### src/rtl/time_set_ctrl.sv
// Time-setting controller: debounced mode/inc/dec buttons edit an hour/min/sec copy with blinking field and commit pulse.
// Define TIME_SET_AUTO_REPEAT_EN to enable auto-repeat of held inc/dec buttons.
module time_set_ctrl #(
  parameter int unsigned DEBOUNCE_CYCLES = 50000,
  parameter int unsigned BLINK_CYCLES    = 12500000,
  parameter int unsigned REPEAT_DELAY    = 25000000,
  parameter int unsigned REPEAT_RATE     = 5000000
) (
  input  logic       clk,
  input  logic       rst,
  input  logic       btn_mode,
  input  logic       btn_inc,
  input  logic       btn_dec,
  input  logic [4:0] cur_hour,
  input  logic [5:0] cur_min,
  input  logic [5:0] cur_sec,
  output logic       set_active,
  output logic [4:0] set_hour,
  output logic [5:0] set_min,
  output logic [5:0] set_sec,
  output logic       load,
  output logic [5:0] blank_mask
);

  localparam int unsigned DB_W = $clog2(DEBOUNCE_CYCLES + 1);
  localparam int unsigned BL_W = $clog2(BLINK_CYCLES + 1);

  typedef enum logic [1:0] {RUN, SET_HOUR, SET_MIN, SET_SEC} state_t;

  state_t          state;
  logic [BL_W-1:0] blink_cnt;
  logic            phase;

  // Button index: 0 mode, 1 inc, 2 dec
  logic [2:0] raw_btn, sync_a, sync_b, db_level, db_level_q, press;
  logic [1:0] rep;
  logic       mode_ev, inc_ev, dec_ev;

  assign raw_btn = {btn_dec, btn_inc, btn_mode};

  always_ff @(posedge clk or posedge rst) begin
    if (rst) begin
      sync_a     <= 3'b000;
      sync_b     <= 3'b000;
      db_level_q <= 3'b000;
    end else begin
      sync_a     <= raw_btn;
      sync_b     <= sync_a;
      db_level_q <= db_level;
    end
  end

  // Level follows the synchronized input only after an unbroken run of differing samples
  for (genvar g = 0; g < 3; g++) begin : g_db
    logic [DB_W-1:0] cnt;
    logic            level;

    always_ff @(posedge clk or posedge rst) begin
      if (rst) begin
        cnt   <= '0;
        level <= 1'b0;
      end else if (sync_b[g] == level) begin
        cnt <= '0;
      end else if (cnt == DB_W'(DEBOUNCE_CYCLES - 1)) begin
        cnt   <= '0;
        level <= sync_b[g];
      end else begin
        cnt <= cnt + 1'b1;
      end
    end

    assign db_level[g] = level;
  end

  assign press = db_level & ~db_level_q;

`ifdef TIME_SET_AUTO_REPEAT_EN
  localparam int unsigned REP_MAX = (REPEAT_DELAY > REPEAT_RATE) ? REPEAT_DELAY : REPEAT_RATE;
  localparam int unsigned RP_W    = $clog2(REP_MAX + 1);

  logic rep_clr;
  assign rep_clr = (state == RUN) || press[0] || (db_level[1] && db_level[2]);

  // armed selects the long initial delay versus the steady repeat interval
  for (genvar g = 0; g < 2; g++) begin : g_rep
    logic [RP_W-1:0] cnt;
    logic            armed;

    assign rep[g] = db_level[g+1] && !rep_clr &&
                    (cnt == (armed ? RP_W'(REPEAT_RATE) : RP_W'(REPEAT_DELAY)));

    always_ff @(posedge clk or posedge rst) begin
      if (rst) begin
        cnt   <= '0;
        armed <= 1'b0;
      end else if (!db_level[g+1] || rep_clr) begin
        cnt   <= '0;
        armed <= 1'b0;
      end else if (rep[g]) begin
        cnt   <= RP_W'(1);
        armed <= 1'b1;
      end else begin
        cnt <= cnt + 1'b1;
      end
    end
  end
`else
  logic unused_rep_cfg;
  assign rep            = 2'b00;
  assign unused_rep_cfg = ^{REPEAT_DELAY, REPEAT_RATE};
`endif

  assign mode_ev = press[0];
  assign inc_ev  = press[1] | rep[0];
  assign dec_ev  = press[2] | rep[1];

  // Out-of-range values (e.g. hour 27) wrap to 0 on increment
  function automatic logic [4:0] hr_step(input logic [4:0] v, input logic up);
    if (up) return (v >= 5'd23) ? 5'd0 : v + 5'd1;
    return (v == 5'd0) ? 5'd23 : v - 5'd1;
  endfunction

  function automatic logic [5:0] ms_step(input logic [5:0] v, input logic up);
    if (up) return (v >= 6'd59) ? 6'd0 : v + 6'd1;
    return (v == 6'd0) ? 6'd59 : v - 6'd1;
  endfunction

  function automatic logic [5:0] field_mask(input state_t s);
    case (s)
      SET_HOUR: return 6'b110000;
      SET_MIN:  return 6'b001100;
      SET_SEC:  return 6'b000011;
      default:  return 6'b000000;
    endcase
  endfunction

  always_ff @(posedge clk or posedge rst) begin
    if (rst) begin
      state      <= RUN;
      set_active <= 1'b0;
      set_hour   <= 5'd0;
      set_min    <= 6'd0;
      set_sec    <= 6'd0;
      load       <= 1'b0;
      blank_mask <= 6'd0;
      blink_cnt  <= '0;
      phase      <= 1'b0;
    end else begin
      load <= 1'b0;
      case (state)
        RUN: begin
          if (mode_ev) begin
            state      <= SET_HOUR;
            set_active <= 1'b1;
            set_hour   <= cur_hour;
            set_min    <= cur_min;
            set_sec    <= cur_sec;
            blink_cnt  <= '0;
            phase      <= 1'b0;
            blank_mask <= 6'd0;
          end
        end
        default: begin
          if (mode_ev) begin
            blink_cnt  <= '0;
            phase      <= 1'b0;
            blank_mask <= 6'd0;
            case (state)
              SET_HOUR: state <= SET_MIN;
              SET_MIN:  state <= SET_SEC;
              default: begin
                state      <= RUN;
                set_active <= 1'b0;
                load       <= 1'b1;
              end
            endcase
          end else if (inc_ev ^ dec_ev) begin
            // Restart the blink so the edited digits show immediately
            blink_cnt  <= '0;
            phase      <= 1'b0;
            blank_mask <= 6'd0;
            case (state)
              SET_HOUR: set_hour <= hr_step(set_hour, inc_ev);
              SET_MIN:  set_min  <= ms_step(set_min, inc_ev);
              default:  set_sec  <= ms_step(set_sec, inc_ev);
            endcase
          end else if (blink_cnt == BL_W'(BLINK_CYCLES - 1)) begin
            blink_cnt  <= '0;
            phase      <= ~phase;
            blank_mask <= phase ? 6'd0 : field_mask(state);
          end else begin
            blink_cnt <= blink_cnt + 1'b1;
          end
        end
      endcase
    end
  end

endmodule

### config.mk
export PLATFORM = sky130hd
export DESIGN_NAME = time_set_ctrl
export DESIGN_NICKNAME = d
export VERILOG_FILES = /design/src/rtl/time_set_ctrl.sv
export SDC_FILE = /design/constraint.sdc
export NUM_CORES = 1
export LEC_CHECK = 0
export CAP_MARGIN = 20
export CORE_MARGIN = 4
export CORE_UTILIZATION = 40
export CTS_CLUSTER_DIAMETER = 120
export DETAILED_ROUTE_END_ITERATION = 16
export GPL_TIMING_DRIVEN = 0
export HOLD_SLACK_MARGIN = 0.05
export PLACE_DENSITY_LB_ADDON = 0.08
export SYNTH_ARGS = -nofsm -noshare
export SYNTH_HDL_FRONTEND = slang
export SYNTH_SLANG_ARGS = --single-unit
### constraint.sdc
create_clock -name clk -period 5 [get_ports clk]
set_clock_uncertainty 0.2 [all_clocks]
set_input_delay 0.5 -clock clk [delete_from_list [all_inputs] [get_ports clk]]
set_output_delay 0.5 -clock clk [all_outputs]
set_load 0.03 [all_outputs]
==> impl_metrics.csv, run 1 <==
group,metric,value,unit
run_status,outcome,"finished clean",
sta,period_minus_slack,2745,ps
yosys,netlist_instances,679,
layout,multi_input_area,3182,µm²
yosys,synth_edf_count,0,
cts,cts-resized-gates,0,
routing,drt_wl_total,14290,µm
grt,antenna_found_initial,0,
yosys,synth_flop_cell,"dfrtp_1",
routing,ant_nets,0,
cts,cts_sinks,109,
floorplanning,coreArea,15200,µm²
pwr,vdd_drop_max,0.0001780,V
layout,drive_gt1_share,6.469,%
critical_path,crit_required,5060,ps
routing,wl_per_cell,15.36,µm
critical_path,worstSetupEndpointType,"flip-flop",
min_path,holdPathStages,0,
yosys,synth-seq-area-share,43.85,%
layout,final_common_cell,"dfrtp_1",
grt,grt_max_degree,59,
critical_path,path_cells,"inv_1 > ha_1 > clkbuf_1 > clkbuf_1 > nand2_1 > a31oi_1",
routing,via_per_inst,5.505,
critical_path,crit_path_max_fanout,10,
place,place_ws,2259,ps
cts,ctsHoldBuffers,0,
floorplanning,start_util,40.92,%
yosys,ys_seq_elements,109,
critical_path,worstSetupStartpointType,"flip-flop",
routing,dr.max_layer_used,"met4",
place,place.gp.congestion,0.8521,
yosys,synthArstFlopShare,100.0,%
cts,root_buffer,"clkbuf_16",
critical_path,crit_path_max_incr_delay,490,ps
yosys,syn-cell-area,6221,µm²
sta,clock.fmax,364.3,MHz
sta,tightestPinTransition,734.3,ps
yosys,yosys.cell_types.count,64,
sta,setup_violations,0,
grt,grt_pass1_vias,4926,
sta,setup_ws,2255,ps
routing,drt-initial-drc-count,436,
routing,num_vias,5120,
critical_path,cpMostUsedCell,"clkbuf_1",
critical_path,critPathSlowestCell,"clkbuf_1",
cts,clk_latency,350,ps
cts,h-tree-depth,3,
cts,clk_pin_slew_worst_paths,70,ps
layout,area_growth,16.77,%
critical_path,cp_num_buf_inv,3,
sta,rsz0062_at_grt,"no",
layout,nets,777,
layout,layout_common_cells,"dfrtp_1, nor2_1, nand2_1, clkdlybuf4s50_1, nand3_1",
routing,met3_length,549,µm
sta,period_share,54.90,%
routing,dr.pass1.iters,5,
cts,cts_tree,"yes",
layout,fillers,1448,
place,portBuffers,46,
critical_path,r2r_cells,6,
run,cap_violations,0,
yosys,syn_nets,719,
pwr,power_density,237.5,nW/µm²
routing,met1_length,6904,µm
cts,postCtsSetupRepairBufs,0,
critical_path,cp_num_cells,6,
critical_path,critical_path_arrival,2800,ps
floorplanning,num_rows,45,
routing,routed-wl-met2,6580,µm
routing,drcViolationCount,0,
pwr,total_leakage_power,3.080,nW
cts,cts_buffers,9,
grt,grt_overflow_total,0,
min_path,hold_path.class,"flip-flop to flip-flop",
critical_path,crit_type,"flip-flop to flip-flop",
sta,finalHoldViolations,0,
yosys,syn_area_per_cell,9.162,µm²
yosys,synth_warnings,0,
sta,relSlewSlack,51.04,%
grt,grt_pass1_wl,24640,µm
layout,regArea,2728,µm²
sta,slew_viol_final,0,
place,dp_hpwl,9907,µm
cts,clk_path_buf_depth,2,
critical_path,critical-path-top-delay-family,"buffers and inverters",
floorplanning,io_pins,47,
place,dp.cells,914,
floorplanning,dieArea,17610,µm²
floorplanning,fp.dieW,132.7,µm
grt,track_usage,16.75,%
layout,stdcell_count,930,
layout,n_antenna_cell,0,
floorplanning,die_h,132.7,µm
-- per-layer routing --
metal | GRT usage [%] | up-vias
met5 | 0 | -
li1 | - | 2517
met2 | 26.21 | 119
met1 | 23.91 | 2461
met4 | 5.658 | 0
met3 | 2.433 | 23
-- registers in the layout (all words and copies together) (netlist names) --
signal	flops
phase	1
g_db.cnt	48
sync_b	3
g_db.level	3
set_sec	6
set_min	6
db_level_q	3
blank_mask	3
load	1
blink_cnt	24
set_active	1
state	2
set_hour	5
sync_a	3
-- cells by family after synthesis --
family          Yosys count  synth area share (%)
compound gates          128                 13.46
xor+xnor                 59                 8.427
fa+ha+maj                18                 3.620
buf+inv                  72                 5.008
flops                   109                 43.85
mux                      12                 2.011
simple gates            281                 23.63
-- layout make-up --
type	instances	area share, %
clock inverter	5	1.171
multi-input combinational	498	43.80
tap	188	3.238
buffer	41	2.687
sequential	109	37.55
clock buffer	11	3.204
inverter	31	1.636
timing repair buffer	47	6.717
-- per-stage QoR --
step	util, %	hold slack, ps	instance area (µm²)	setup TNS (ps)	power, mW
after detailed placement	45.70	135.8	6947	0	0.9738
final	47.79	149.3	7264	0	1.725
after CTS	47.79	152.4	7264	0	1.753
after global routing	47.79	157.4	7264	0	1.804
after global placement	45.50	133.2	6917	-39040	0.9696
after floorplan	-	131.2	6221	0	0.9413
-- cell usage after synthesis, types with 3 or more instances --
cell type / n / area share, %
a21oi_1: 23 / 1.9
nand2_1: 55 / 3.3
or3_1: 3 / 0.30
inv_1: 31 / 1.9
and4_1: 7 / 0.99
a211oi_1: 6 / 0.72
nand2b_1: 6 / 0.60
buf_2: 7 / 0.56
xor2_1: 32 / 4.5
a31oi_1: 25 / 2.5
a41oi_1: 3 / 0.42
o31ai_1: 8 / 0.97
dfrtp_1: 109 / 44
nand4_1: 19 / 1.9
nand3_1: 42 / 3.4
nor3_1: 22 / 1.8
xnor2_1: 26 / 3.7
buf_4: 4 / 0.48
nand4b_1: 5 / 0.70
o22ai_2: 3 / 0.60
and3_1: 14 / 1.4
nor4_1: 3 / 0.30
nor2b_1: 10 / 1.0
mux2_2: 4 / 0.72
o21ai_0: 32 / 2.6
nor3b_1: 3 / 0.36
nor2_1: 73 / 4.4
a21o_1: 4 / 0.48
and2_1: 7 / 0.70
ha_1: 18 / 3.6
mux2i_1: 8 / 1.3
clkbuf_1: 26 / 1.6
-- path summary, 6_finish.rpt --
| kind | endpoint | slack [ps] | from |
|---|---|---|---|
| setup / recovery | blink_cnt[10] | 2250 | state[1] |
| hold / removal | sync_b[0] | 150 | sync_a[0] |
| setup reg to reg | blink_cnt[10] | 2250 | state[1] |
| hold reg to reg | sync_b[0] | 150 | sync_a[0] |
| max in group asynchronous | set_hour[0] | 3450 | rst |
| min in group asynchronous | blink_cnt[0] | 450 | rst |
-- power by group --
group	switching, mW	internal [mW]
combinational	0.0330	0.0257
clock	0.330	0.442
sequential	0.00595	0.889
No activity file was read; power rests on OpenSTA's default activity.
==> inputs of run 2 (changes only) <==
Clock period 5 ns to 2.2 ns, I/O delays scaled along.
==> run 2 against run 1 <==
Effect of this change: flip-flop and latch count is the same; design area rose by 3.8%; sequential share of layout area shrank 1.3 points; non-clock buffer count up 10; count of clock-buffer cells in the layout fell by 2; die area did not move; critical path depth unchanged; hold slack worse by 78 ps; sequential power up 130%; utilization is 1.8 points higher; largest power group unchanged.
==> impl_metrics.csv, run 2 (synthesis gave the netlist of run 1 again) <==
group,metric,value,unit
cts,root_buffer,"clkbuf_16",
critical_path,crit_type,"flip-flop to flip-flop",
cts,cts_sinks,109,
place,dp_hpwl,10060,µm
critical_path,worstSetupStartpointType,"flip-flop",
cts,clk_pin_slew_worst_paths,80,ps
cts,clk_latency,360,ps
cts,h-tree-depth,3,
critical_path,crit_required,2240,ps
grt,grt_max_degree,33,
layout,final_common_cell,"dfrtp_1",
routing,dr.max_layer_used,"met4",
floorplanning,num_rows,45,
sta,relSlewSlack,60.70,%
routing,drt-initial-drc-count,329,
grt,grt_overflow_total,0,
sta,setup_violations,0,
routing,num_vias,5165,
critical_path,cp_num_buf_inv,1,
floorplanning,start_util,40.92,%
cts,clk_path_buf_depth,2,
sta,slew_viol_final,0,
routing,met3_length,524,µm
routing,drcViolationCount,0,
routing,wl_per_cell,15.22,µm
critical_path,crit_path_max_incr_delay,550,ps
pwr,pwr-share-seq,51.6,%
floorplanning,die_h,132.7,µm
floorplanning,io_pins,47,
floorplanning,dieArea,17610,µm²
cts,ctsHoldBuffers,0,
routing,drt_wl_total,14300,µm
layout,largestRegisters,"g_db.cnt (48), blink_cnt (24)",
routing,routed-wl-met2,6679,µm
pwr,clkPwrFrac,44.8,%
critical_path,critical_path_arrival,2180,ps
run_status,outcome,"finished clean",
pwr,intPower,3.009,mW
pwr,switching_share,23.60,%
layout,nets,787,
layout,largest_register_ffs,48,
cts,cts_buffers,9,
routing,via_per_inst,5.495,
floorplanning,coreArea,15200,µm²
sta,fin_tns_setup,0,ps
grt,antenna_found_initial,0,
pwr,power_density,522.1,nW/µm²
place,portBuffers,46,
sta,tightestPinTransition,588.3,ps
sta,finalHoldViolations,0,
routing,ant_nets,0,
sta,period_minus_slack,2146,ps
routing,met1_length,6947,µm
place,place.gp.congestion,0.8437,
sta,period_share,97.52,%
run,cap_violations,0,
min_path,hold_path.class,"primary input to async pin",
grt,grt_pass1_vias,4930,
layout,top_register,"g_db.cnt",
critical_path,crit_path_max_fanout,10,
critical_path,critical-path-top-delay-family,"simple AND/OR/NAND/NOR gates",
floorplanning,fp.dieW,132.7,µm
layout,drive_gt1_share,12.23,%
layout,layout_common_cells,"dfrtp_1, nor2_1, nand2_1, clkdlybuf4s50_1, nand3_1",
layout,area_growth,21.26,%
grt,track_usage,16.58,%
sta,clock.fmax,466.1,MHz
layout,n_antenna_cell,0,
critical_path,worstSetupEndpointType,"flip-flop",
layout,final_cell_area,7543,µm²
sta,rsz0062_at_grt,"yes",
routing,dr.pass1.iters,5,
pwr,p_switching,0.9295,mW
pwr,total_leakage_power,3.138,nW
pwr,combPwrFrac,3.6,%
critical_path,path_cells,"or4_4 > nor3_4 > nand4_4 > buf_6 > a32oi_1 > o41ai_1",
pwr,vdd_drop_max,0.0004463,V
cts,cts_tree,"yes",
place,post_dp_cell_area,6980,µm²
grt,grt_pass1_wl,24430,µm
critical_path,critPathSlowestCell,"or4_4",
==> run 2: cell count changes in the layout (fill, tap and decap cells not counted), sizes merged <==
cell	delta
buf	+11
inv	+1
clkbuf	-3
bufinv	-1
clkinv	+2
==> run 2: what timing repair did <==
action / 4_1_cts / 5_1_grt
resized for setup: 19 / 34
buffers inserted: 2 / 8
pin swaps: 1 / 5
gates cloned: 0 / 0
setup endpoints to repair: 52 / 59
==> run 2: worst paths after layout <==
path	startpoint	end	slack, ps	cells past startpoint
setup / recovery	blink_cnt[7]	blink_cnt[16]	50	6
hold / removal	rst	sync_a[2]	70	2
setup reg to reg	blink_cnt[7]	blink_cnt[16]	50	6
hold reg to reg	sync_a[0]	sync_b[0]	150	0
max in group asynchronous	rst	blink_cnt[7]	1170	3
min in group clk	btn_mode	sync_a[0]	90	1
==> run 2: per-stage QoR <==
step / power (mW) / worst slack (ps) / std cells / hold WS [ps] / utilization, %
floorplan: 2.140 / 114.5 / 679 / 51.43 / -
global route: 4.104 / -41.50 / 940 / 76.40 / 49.62
finish: 3.939 / 54.47 / 940 / 71.26 / 49.62
detailed placement: 2.219 / -542.5 / 916 / 136.5 / 45.92
CTS: 4.015 / 1.321 / 934 / 78.96 / 48.54
global placement: 2.204 / -706.7 / 913 / 132.5 / 45.52
==> run 2: power groups by stage <==
stage               Clock [mW]  Combinational, mW  Sequential [mW]
detailed placement           0              0.146             2.07
floorplan                    0             0.0690             2.07
global placement             0              0.130             2.07
global route              1.90              0.163             2.04
finish                    1.76              0.142             2.03
CTS                       1.83              0.147             2.03
==> run 2: final cells by class <==
| class | instances | area (µm²) |
|---|---|---|
| buffer | 39 | 225.2 |
| fill | 1424 | 7659 |
| sequential | 109 | 2735 |
| multi-input combinational | 498 | 3298 |
| clock buffer | 9 | 225.2 |
| timing repair buffer | 59 | 599.3 |
| tap | 188 | 235.2 |
| clock inverter | 7 | 105.1 |
| inverter | 31 | 120.1 |
==> run 2: worst reg2reg max path: cells and delay by family, from the launching register on <==
kind	cells	cell delay [ps]
compound gates	2	280
simple gates	3	930
buf+inv	1	220
flops	1	430
==> run 2: layer usage <==
metal	track usage [%]	vias up
li1	-	2538
met1	23.10	2508
met5	0	-
met3	2.966	11
met2	26.89	108
met4	4.157	0
==> inputs of run 3 (changes only) <==
Settings changed: PLACE_DENSITY from default to 0.69, PLACE_DENSITY_LB_ADDON 0.08 to default.
==> run 3 against run 2 <==
Effect of this change: critical endpoint unchanged; highest routed layer unchanged; routed wire length shrank 3.2%; hold slack gained 24 ps; critical path depth is the same; combinational power is essentially flat; critical path type unchanged; design area shrank 1.6%; utilization shrank 0.81 points; via count shrank 0.50%; maximum frequency shrank 1.1%; flip-flop and latch count is the same; worst setup slack lost 23 ps; non-clock buffer count shrank 4.
==> impl_metrics.csv, run 3 (synthesis gave the netlist of run 1 again) <==
group,metric,value,unit
run_status,outcome,"finished clean",
sta,tightestPinTransition,831.4,ps
grt,antenna_found_initial,0,
critical_path,r2r_cells,6,
pwr,vdd_drop_max,0.0003816,V
cts,ctsHoldBuffers,0,
layout,final_cell_area,7420,µm²
routing,drcViolationCount,0,
layout,area_growth,19.27,%
sta,slew_viol_final,0,
min_path,holdPathStages,1,
place,dp.cells,915,
cts,cts_tree,"yes",
cts,clk_path_buf_depth,2,
layout,final_common_cell,"dfrtp_1",
critical_path,crit_required,2240,ps
critical_path,critical_path_arrival,2200,ps
layout,regArea,2733,µm²
cts,clk_pin_slew_worst_paths,70,ps
critical_path,crit_path_max_fanout,10,
sta,setup_violations,0,
layout,multi_input_area,3276,µm²
floorplanning,fp.dieW,132.7,µm
sta,relSlewSlack,44.45,%
floorplanning,num_rows,45,
routing,via_per_inst,5.490,
cts,h-tree-depth,3,
layout,layout_common_cells,"dfrtp_1, nor2_1, nand2_1, clkdlybuf4s50_1, nand3_1",
critical_path,rrSetupSlack,30,ps
cts,cts_sinks,109,
grt,grt_max_degree,40,
cts,clk_latency,360,ps
layout,drive_gt1_share,11.10,%
min_path,holdPathEnd,"sync_a[2]",
pwr,power_density,507.5,nW/µm²
floorplanning,io_pins,47,
floorplanning,coreArea,15200,µm²
place,place.gp.congestion,0.8711,
layout,fillers,1408,
grt,track_usage,16.08,%
place,post_dp_cell_area,6960,µm²
min_path,hold_path.class,"primary input to flip-flop",
layout,n_antenna_cell,0,
sta,finalHoldViolations,0,
grt,grt_overflow_total,0,
layout,largestRegisters,"g_db.cnt (48), blink_cnt (24)",
routing,drt_wl_total,13850,µm
routing,dr.pass1.iters,8,
place,portBuffers,46,
critical_path,worstReg2RegStart,"blink_cnt[7]",
run,cap_violations,0,
sta,rsz0062_at_grt,"yes",
floorplanning,dieArea,17610,µm²
routing,wl_per_cell,14.80,µm
routing,ant_nets,0,
routing,drt-initial-drc-count,267,
floorplanning,start_util,40.92,%
sta,period_share,98.59,%
critical_path,r2r-end,"blink_cnt[16]",
layout,nets,783,
grt,grt_pass1_vias,4989,
layout,top_register,"g_db.cnt",
critical_path,crit_type,"flip-flop to flip-flop",
critical_path,worstSetupEndpointType,"flip-flop",
critical_path,critPathLaunch,"blink_cnt[7]",
sta,period_minus_slack,2169,ps
critical_path,worstSetupStartpointType,"flip-flop",
layout,largest_register_ffs,48,
cts,root_buffer,"clkbuf_16",
routing,num_vias,5139,
floorplanning,die_h,132.7,µm
layout,stdcell_count,936,
cts,cts_buffers,9,
pwr,total_leakage_power,3.087,nW
min_path,min-delay-start,"btn_dec",
grt,grt_pass1_wl,23720,µm
sta,clock.fmax,461.1,MHz
place,dp_hpwl,9677,µm
-- run 3: what timing repair did --
action / in CTS / in global routing
setup endpoints to repair: 52 / 72
pin swaps: 0 / 4
buffers inserted: 0 / 7
resized for setup: 15 / 32
-- run 3: worst max-delay path, cell delays in order, from the launching register on --
cell	delay, ps
dfrtp_2	440
or4_4	560
nor3_4	160
nand4_4	210
buf_6	210
a32oi_1	180
o41ai_1	90
-- run 3: how the worst max path moves through the flow --
stage	to	slack (ps)	cells after the start
3_5_place_dp	blink_cnt[10]	-450	6
3_3_place_gp	blink_cnt[10]	-630	2
4_1_cts	set_min[0]	5	6
5_1_grt	blink_cnt[14]	-70	5
2_1_floorplan	set_min[3]	110	7
6_report	blink_cnt[16]	30	6
-- run 3: layer usage --
metal,share of wire (%),wire [µm],global-route usage (%)
met3,4.5,620,2.890
met1,48,6697,21.72
met4,1.9,259,6.582
met2,45,6273,25.64
met5,0,0,0
-- run 3: area by class of cell --
class,instances,area share (%)
timing repair buffer,55,7.454
clock buffer,10,3.086
clock inverter,6,0.6914
sequential,109,36.83
multi-input combinational,498,44.15
buffer,39,3.002
tap,188,3.170
inverter,31,1.619
-- run 3: stage by stage --
| step | worst slack (ps) | hold WS (ps) | power, mW | util (%) | TNS, ps |
|---|---|---|---|---|---|
| CTS | 4.979 | 87.10 | 3.807 | 47.84 | 0 |
| finish | 31.13 | 94.94 | 3.765 | 48.81 | 0 |
| floorplan | 114.5 | 51.43 | 2.140 | - | 0 |
| detailed placement | -448.1 | 134.7 | 2.215 | 45.79 | -10270 |
| global route | -73.68 | 91.24 | 3.903 | 48.81 | -500.4 |
| global placement | -630.1 | 133.8 | 2.204 | 45.52 | -77680 |
-- run 3: power by group --
| group | switching (mW) | internal, mW | total, mW |
|---|---|---|---|
| Clock | 0.801 | 0.791 | 1.59 |
| Combinational | 0.0771 | 0.0614 | 0.139 |
| Sequential | 0.0139 | 2.02 | 2.03 |
| Total | 0.892 | 2.87 | 3.77 |
